**config.mk**
```make
export PLATFORM = sky130hd
export DESIGN_NAME = uart_mmio_bridge
export DESIGN_NICKNAME = d
export VERILOG_FILES = /design/src/rtl/uart_bridge_pkg.sv /design/src/rtl/byte_fifo.sv /design/src/rtl/uart_mmio_bridge.sv
export SDC_FILE = /design/constraint.sdc
export NUM_CORES = 1
export LEC_CHECK = 0
export BUFFER_PORTS_ARGS = -buffer_cell sky130_fd_sc_hd__buf_2
export CORE_UTILIZATION = 48
export CTS_CLUSTER_SIZE = 40
export DETAILED_ROUTE_END_ITERATION = 16
export PLACE_DENSITY = 0.66
export SETUP_SLACK_MARGIN = 0.02
export SKIP_CTS_REPAIR_TIMING = 1
export SLEW_MARGIN = 20
export SYNTH_ARGS = -nofsm -noshare
export SYNTH_HDL_FRONTEND = slang
export SYNTH_SLANG_ARGS = --single-unit
```
**constraint.sdc**
```tcl
create_clock -name clk -period 7.8 [get_ports clk]
set_input_delay 2.34 -clock clk [delete_from_list [all_inputs] [get_ports clk]]
set_output_delay 2.34 -clock clk [all_outputs]
set_load 0.02 [all_outputs]
```
**src/rtl/uart_bridge_pkg.sv**
```systemverilog
// uart_bridge_pkg: register map, STATUS layout and bus-state type shared by the UART MMIO bridge.
package uart_bridge_pkg;
  localparam logic [1:0] REG_DATA = 2'd0;
  localparam logic [1:0] REG_STATUS = 2'd1;
  localparam logic [1:0] REG_CTRL = 2'd2;
  localparam int ST_RX_AVAIL = 0;
  localparam int ST_TX_FULL = 1;
  localparam int ST_TX_EMPTY = 2;
  localparam int ST_RX_OVF = 3;
  localparam logic [31:0] RX_EMPTY_VALUE = 32'hFFFF_FFFF;
  typedef enum logic {BUS_IDLE, BUS_ACK} bus_state_e;
  function automatic logic [31:0] status_word(input logic rx_empty, input logic tx_full,
                                              input logic tx_empty, input logic rx_ovf,
                                              input logic [7:0] rx_cnt, input logic [7:0] tx_cnt);
    logic [31:0] s;
    s = '0;
    s[ST_RX_AVAIL] = !rx_empty;
    s[ST_TX_FULL] = tx_full;
    s[ST_TX_EMPTY] = tx_empty;
    s[ST_RX_OVF] = rx_ovf;
    s[15:8] = rx_cnt;
    s[23:16] = tx_cnt;
    return s;
  endfunction
endpackage

```
**src/rtl/byte_fifo.sv**
```systemverilog
// byte_fifo: byte FIFO with registered head output, flush priority and push-on-full when popping.
module byte_fifo #(
  parameter int DEPTH = 16,
  parameter int CNT_W = $clog2(DEPTH) + 1
) (
  input  logic             clk,
  input  logic             resetn,
  input  logic             push,
  input  logic             pop,
  input  logic             flush,
  input  logic [7:0]       data_in,
  output logic [7:0]       data_out,
  output logic             full,
  output logic             empty,
  output logic [CNT_W-1:0] count
);
  localparam int AW = $clog2(DEPTH);
  logic [7:0] mem [DEPTH];
  logic [AW-1:0] wr_ptr, rd_ptr, rd_n;
  logic [CNT_W-1:0] cnt_n;
  logic do_push, do_pop;
  logic [7:0] head_n;
  assign full = count == CNT_W'(DEPTH);
  assign empty = count == '0;
  assign do_pop = pop && !empty;
  assign do_push = push && (!full || do_pop);
  always_comb begin
    rd_n = flush ? '0 : rd_ptr + AW'(do_pop);
    cnt_n = flush ? '0 : count + CNT_W'(do_push) - CNT_W'(do_pop);
    // the new head may be the byte being written this very cycle
    head_n = (cnt_n == '0) ? 8'h00 : (do_push && wr_ptr == rd_n) ? data_in : mem[rd_n];
  end
  always_ff @(posedge clk)
    if (do_push && !flush) mem[wr_ptr] <= data_in;
  always_ff @(posedge clk or negedge resetn)
    if (!resetn) begin
      wr_ptr <= '0;
      rd_ptr <= '0;
      count <= '0;
      data_out <= '0;
    end else begin
      wr_ptr <= flush ? '0 : wr_ptr + AW'(do_push);
      rd_ptr <= rd_n;
      count <= cnt_n;
      data_out <= head_n;
    end
endmodule

```
**src/rtl/uart_mmio_bridge.sv**
```systemverilog
// uart_mmio_bridge: picorv32 native-bus slave exposing DATA/STATUS/CTRL over TX/RX byte FIFOs.
module uart_mmio_bridge
  import uart_bridge_pkg::*;
#(
  parameter int FIFO_DEPTH = 16,
  parameter int CNT_W = $clog2(FIFO_DEPTH) + 1
) (
  input  logic        clk,
  input  logic        resetn,
  input  logic        sel,
  input  logic [3:0]  addr,
  input  logic [3:0]  wstrb,
  input  logic [31:0] wdata,
  output logic [31:0] rdata,
  output logic        ready,
  output logic        tx_valid,
  output logic [7:0]  tx_data,
  input  logic        tx_ready,
  input  logic        rx_strobe,
  input  logic [7:0]  rx_data
);
  bus_state_e state, state_n;
  logic [1:0] off;
  logic is_wr, data_push_req, stall, acc;
  logic tx_push, tx_pop, rx_pop, flush, clr_ovf, set_ovf, rx_ovf;
  logic tx_full, tx_empty, rx_full, rx_empty;
  logic [CNT_W-1:0] tx_count, rx_count;
  logic [7:0] rx_head;
  logic [31:0] rd_val;
  logic unused_bits;
  assign unused_bits = ^{wdata[31:8], addr[1:0]};
  assign off = addr[3:2];
  assign is_wr = |wstrb;
  assign data_push_req = off == REG_DATA && wstrb[0];
  assign tx_pop = tx_valid && tx_ready;
  // a full TX FIFO still takes the write if a byte leaves on the same edge
  assign stall = data_push_req && tx_full && !tx_pop;
  always_comb begin
    state_n = BUS_IDLE;
    acc = 1'b0;
    if (state == BUS_IDLE && sel && !stall) begin
      acc = 1'b1;
      state_n = BUS_ACK;
    end
  end
  always_ff @(posedge clk or negedge resetn)
    if (!resetn) state <= BUS_IDLE;
    else state <= state_n;
  assign ready = state == BUS_ACK;
  assign tx_push = acc && data_push_req;
  assign rx_pop = acc && off == REG_DATA && !is_wr;
  assign flush = acc && off == REG_CTRL && is_wr && wdata[1];
  assign clr_ovf = acc && off == REG_CTRL && is_wr && wdata[0];
  assign set_ovf = rx_strobe && rx_full && !rx_pop && !flush;
  assign tx_valid = !tx_empty;
  always_comb
    rd_val = off == REG_DATA ? (rx_empty ? RX_EMPTY_VALUE : {24'h0, rx_head}) :
             off == REG_STATUS ? status_word(rx_empty, tx_full, tx_empty, rx_ovf,
                                             8'(rx_count), 8'(tx_count)) : 32'h0;
  always_ff @(posedge clk or negedge resetn)
    if (!resetn) begin
      rdata <= '0;
      rx_ovf <= 1'b0;
    end else begin
      rdata <= acc ? rd_val : 32'h0;
      rx_ovf <= (rx_ovf && !clr_ovf) || set_ovf;
    end
  byte_fifo #(.DEPTH(FIFO_DEPTH), .CNT_W(CNT_W)) u_tx (
    .clk(clk), .resetn(resetn), .push(tx_push), .pop(tx_pop), .flush(flush),
    .data_in(wdata[7:0]), .data_out(tx_data), .full(tx_full), .empty(tx_empty), .count(tx_count)
  );
  byte_fifo #(.DEPTH(FIFO_DEPTH), .CNT_W(CNT_W)) u_rx (
    .clk(clk), .resetn(resetn), .push(rx_strobe), .pop(rx_pop), .flush(flush),
    .data_in(rx_data), .data_out(rx_head), .full(rx_full), .empty(rx_empty), .count(rx_count)
  );
endmodule

```
* Word-level counts from Yosys, hierarchy flattened *
Memory sizes are Yosys's and may differ from the RTL's.
Cells that the tools add are included.

storage, ports and cells
  input bits = 53
  logic and storage cells = 91
  register bits = 76
  RAM bits = 256
  output and inout bits = 42
  memories = 2

operators by class
  add/subtract/negate cells = 8
  eq/ne operators = 6
  muxes and demuxes = 19
  bitwise operators = 1
  reduce and logical (&&, ||, !) cells = 44

memory list
  name      words  bits a word  read ports  clocked after Yosys merged registers in  write ports  line             source
  u_rx.mem  16     8            1           0                                        1            byte_fifo.sv:18  logic [7:0] mem [DEPTH];
  u_tx.mem  16     8            1           0                                        1            byte_fifo.sv:18

operator list
  kind                count
  $mux 32             3
  $mux 8              4
  $logic_and 1x1->1   25
  $mux 21             1
  $logic_not 5->1     4
  $add 4x1->4         4
  $mux 4              4
  $add 5x1->5         2
  $eq 5x5->1 const B  2
  $logic_not 1->1     10
  $mux 5              2
  $sub 5x1->5         2
  $eq 4x4->1          2
  $mux 1              5
  $reduce_or 4->1     1
  $logic_or 1x1->1    3
  $eq 2x1->1 const B  1
  $eq 2x2->1 const B  1
  $logic_not 2->1     1
  $not 1->1           1

* Longest topological paths before layout *
  word-level depth = 18
  gate-level depth with buffers = 16
  mapped depth without buffers = 15

* Cells and area by module *
A second synthesis with hierarchy kept.

second synthesis, totals
  cells, all modules = 899
  area total of the unflattened synthesis = 13509.2 µm²

modules (own cells, without submodules)
  module            cells an instance  area an instance (µm²)  times used  sequential area each (µm²)
  byte_fifo         401                6277.3                  2           4369.2
  uart_mmio_bridge  97                 954.7                   1           525.5

* Worst setup path after synthesis *
OpenSTA, ideal clock, no wires.

  kind = input port to flip-flop
  from = input port wstrb[0]
  to = register u_rx.data_out[6]
  buffers on the path = 1
  cell stages on the path = 14
  data required time = 7704 ps
  arrival = 5186 ps
  path slack = 2519 ps
  library setup time = 96 ps
  path through = or4_4 -> buf_6 -> nor3_1 -> ha_1 -> inv_1 -> ha_1 -> inv_1 -> fa_1 -> nand2b_1 -> a21oi_1 -> nor2_1 -> xnor2_1 -> a41o_1 -> a311oi_2

on the way
  longest elaborated chain between the ends = 16
  elaborated cells between the ends (all ways) = 27
  classes of those cells = add/sub: 3; eq/ne: 1; mux: 5; reduce/logical: 17; memory: 1

ends and longest elaborated chain
  what                            line                    source
  start: declaration              uart_mmio_bridge.sv:12  input logic [3:0] wstrb,
  $logic_and 1x1->1               uart_mmio_bridge.sv:34  assign data_push_req = off == REG_DATA && wstrb[0];
  $logic_and 1x1->1 (2 in a row)  uart_mmio_bridge.sv:37  assign stall = data_push_req && tx_full && !tx_pop;
  $logic_not 1->1                 uart_mmio_bridge.sv:41  if (state == BUS_IDLE && sel && !stall) begin
  $logic_and 1x1->1               uart_mmio_bridge.sv:41
  $mux 1                          uart_mmio_bridge.sv:41
  $logic_and 1x1->1 (2 in a row)  uart_mmio_bridge.sv:51  assign rx_pop = acc && off == REG_DATA && !is_wr;
  $logic_and 1x1->1               byte_fifo.sv:25         assign do_pop = pop && !empty;
  $logic_or 1x1->1                byte_fifo.sv:26         assign do_push = push && (!full || do_pop);
  $logic_and 1x1->1               byte_fifo.sv:26
  $add 5x1->5                     byte_fifo.sv:29         cnt_n = flush ? '0 : count + CNT_W'(do_push) - CNT_W'(do_pop);
  $sub 5x1->5                     byte_fifo.sv:29
  $mux 5                          byte_fifo.sv:29
  $logic_not 5->1                 byte_fifo.sv:31         head_n = (cnt_n == '0) ? 8'h00 : (do_push && wr_ptr == rd_n) ? data_in : mem[rd_n];
  $mux 8 *                        byte_fifo.sv:31
  named net u_rx.head_n[6]        byte_fifo.sv:22         logic [7:0] head_n;
  end signal: assignment          byte_fifo.sv:45         data_out <= head_n;
  end: declaration                byte_fifo.sv:12         output logic [7:0] data_out,

The timed path passes the listed nets; every way through them passes the cells marked *.

* Worst setup path in the final report *
Ends and elaborated chain as after synthesis.

==> results.py <==
metrics = {
    "yosys": {
        "synthesis.area_mm2": 0.0139,
        "synthTopCellsByArea": "edfxtp_1 (55%), dfrtp_1 (11%), mux4_2 (4.2%)",
        "ys.flop_type": "edfxtp_1",
        "synthArstFlopShare_pct": 19.7,
        "synth-edff-count": 256,
        "synthMuxAreaShare_pct": 7.01,
        "syn_nets": 1034,
        "synthAdderAreaFrac_pct": 2.09,
        "synthXorXnorAreaFrac_pct": 1.83,
        "synth_compound_area_share_pct": 10.0,
        "ys_warn_count": 0,
        "synth_simple_gate_area_share_pct": 8.87,
        "seq_area_frac_synth_pct": 66.7,
        "synth_cell_types": 89,
        "synth_top_family_by_area": "compound AO/OA/AOI/OAI gates",
        "avgSynthCellArea_um2": 14.5,
        "synth.ff_latch_count": 319,
        "yosys.area.top_type": "edfxtp_1",
        "yosys.area.top_type_share_pct": 55.4,
        "syn_inst": 959,
    },
    "place": {
        "placed_area_mm2": 0.0145,
        "hpwl_mm": 20.1,
        "portBuffers": 68,
        "gp_congestion": 0.855,
    },
    "cts": {
        "numCtsBuffers": 34,
        "ctsRootBufferMaster": "clkbuf_16",
        "clock_sinks": 319,
        "tritoncts": "done",
        "cts_buffer_depth": 3,
        "cts.htree.levels": 2,
        "clock_latency_ns": 0.51,
        "path_clk_slew_ns": 0.06,
    },
    "timing": {
        "rsz0062_at_grt": "no",
        "report.final.setup_viol": 0,
        "max_freq_ghz": 0.173,
        "fin_skew_ns": 0.0114,
        "setup_tns_ns": 0,
        "post-route-min-period_ns": 5.78,
        "hold_viol": 0,
        "post-route-period-util_pct": 74.1,
        "tightest_slew_ns": 1.04,
        "slew_viol_final": 0,
        "timing.slew.headroom_pct": 30.6,
    },
    "route": {
        "ant_nets": 0,
        "firstDrtPassIters": 5,
        "routed_via_density": 5.86,
        "first_iter_violations": 890,
        "drc_errors": 0,
        "vias": 8349,
        "wl_mm": 30.4,
        "routedWlPerCell_um": 21.3,
    },
    "final_layout": {
        "fillers": 2291,
        "final_area_mm2": 0.0156,
        "layout-drive-gt1-share_pct": 19.5,
        "antenna_cells": 0,
        "final_nets": 1097,
        "syn_to_final_growth_pct": 12.2,
    },
    "floorplan": {
        "die_h_um": 172,
        "rows": 61,
        "initial_core_util_pct": 49.4,
        "die_area_mm2": 0.0296,
        "ios": 95,
        "core_area_mm2": 0.0281,
        "die_w_um": 172,
    },
    "power": {
        "p_leak_nw": 5.67,
        "p_per_area_mw_per_mm2": 344,
        "irDropWorstVdd_mv": 0.146,
    },
    "critical_path": {
        "path_cells": "buf_2, or4_4, nor3_1, ha_2, ha_1, mux4_2, nor2_1, a311oi_1, o31ai_1, a311oi_2",
        "crit_type": "in2reg",
        "cp.arrival_ns": 6.16,
        "cp_slowest_cell": "ha_1",
        "reg2reg_slack_ns": 3.65,
        "cp_max_fo": 23,
        "critPathLaunchType": "input port",
        "critPathRequiredTime_ns": 8.18,
        "max_stage_delay_ns": 0.81,
        "r2r_cells": 9,
        "endpoint_kind": "flop",
    },
    "min_path": {
        "hold_path_class": "reg2reg",
        "hold_depth": 2,
    },
    "global_routing": {
        "antenna_found_initial": 0,
        "grt_pass1_wl_mm": 46.7,
        "grt_pass1_vias": 8070,
        "grt_usage_pct": 21.3,
        "gr-total-overflow": 0,
        "grt_start_max_net_pins": 64,
    },
    "job": {
        "cap_viol_max_count": 0,
    },
    "run_status": {
        "status": "finished, final reports clean",
    },
}
-- path summary, 6_finish.rpt --
path,from,endpoint
max,wstrb[0],u_rx.data_out[6]
min,u_rx.data_out[7],rdata[7]
max reg2reg,ready,u_rx.data_out[6]
min reg2reg,u_rx.data_out[7],rdata[7]
max in group asynchronous,resetn,u_rx.rd_ptr[3]
min in group asynchronous,resetn,u_tx.data_out[5]
-- report_power, final --
part	switching, W	internal (W)
registers	0.000124	0.00202
clock network	0.000624	0.000899
logic	0.00104	0.000652
-- metrics by stage --
step           setup slack [ns]  total power [W]  hold slack (ns)  util [%]  cells
6_report                   2.02          0.00537            0.466      55.5   1425
5_1_grt                    1.85          0.00563            0.496      55.5   1425
4_1_cts                    2.02          0.00539            0.470      55.5   1425
3_5_place_dp               1.52          0.00386            0.455      51.7   1364
3_3_place_gp               1.57          0.00384            0.453      51.7   1364
2_1_floorplan              2.52          0.00337            0.442         -    959
-- synthesized netlist by cell type (16+ instances only) --
cell type	n
edfxtp_1	256
nand2_1	80
nor2_1	78
dfrtp_1	63
a21oi_1	36
mux2i_1	32
inv_1	31
nand3_1	28
mux4_2	26
nor3_1	23
ha_1	20
buf_4	19
clkbuf_1	18
a31oi_1	16
-- per-layer routing --
| layer | vias to the layer above | wire (µm) | part of all wire, % | GRT usage [%] |
|---|---|---|---|---|
| met3 | 60 | 2230 | 7.3 | 3.55 |
| met4 | 0 | 773 | 2.5 | 6.12 |
| met5 | - | 0 | 0 | 0 |
| li1 | 3804 | - | - | - |
| met2 | 319 | 13700 | 45 | 33.0 |
| met1 | 4166 | 13700 | 45 | 31.0 |
-- cells by family after synthesis --
group	after synthesis
flip-flops	319
multiplexers	64
XOR/XNOR	24
AO/OA/AOI/OAI	176
buffers and inverters	95
AND/OR/NAND/NOR	259
adder cells (fa/ha/maj)	22
-- cells in the final DEF, fill, tap and decap left out, drive strengths merged, types with 13 or more instances in the layout --
cell type	count
dfrtp	63
edfxtp	256
a21oi	37
xnor2	14
mux2i	32
nand2	81
o21ai	13
ha	20
a311oi	13
inv	34
clkbuf	44
nor3	24
nor2	78
buf	90
mux4	26
nand3	30
a31oi	17
-- worst max-delay path, delay by kind of cell --
kind | cells | cell delay (ns)
adder cells (fa/ha/maj) | 2 | 1.09
AO/OA/AOI/OAI | 3 | 0.99
buffers and inverters | 1 | 0.13
multiplexers | 1 | 0.40
AND/OR/NAND/NOR | 3 | 1.19
-- state kept, by name, indices dropped and copies added (netlist names) --
signal and count:
u_rx.mem 128, u_tx.mem 128, rdata 19, u_rx.data_out 8, u_tx.data_out 8, u_rx.count 5, u_tx.count 5, u_rx.rd_ptr 4
u_rx.wr_ptr 4, u_tx.rd_ptr 4, u_tx.wr_ptr 4, ready 1, rx_ovf 1
-- area by class of cell --
| class | instances | area, µm² | share of cell area, % |
|---|---|---|---|
| timing repair buffer | 90 | 505 | 3.24 |
| inverter | 32 | 120 | 0.771 |
| clock buffer | 44 | 920 | 5.90 |
| tap | 378 | 473 | 3.03 |
| sequential | 319 | 9260 | 59.4 |
| multi-input combinational | 545 | 4170 | 26.8 |
| clock inverter | 17 | 134 | 0.859 |
Note: power is estimated with default switching activity, not from simulation.
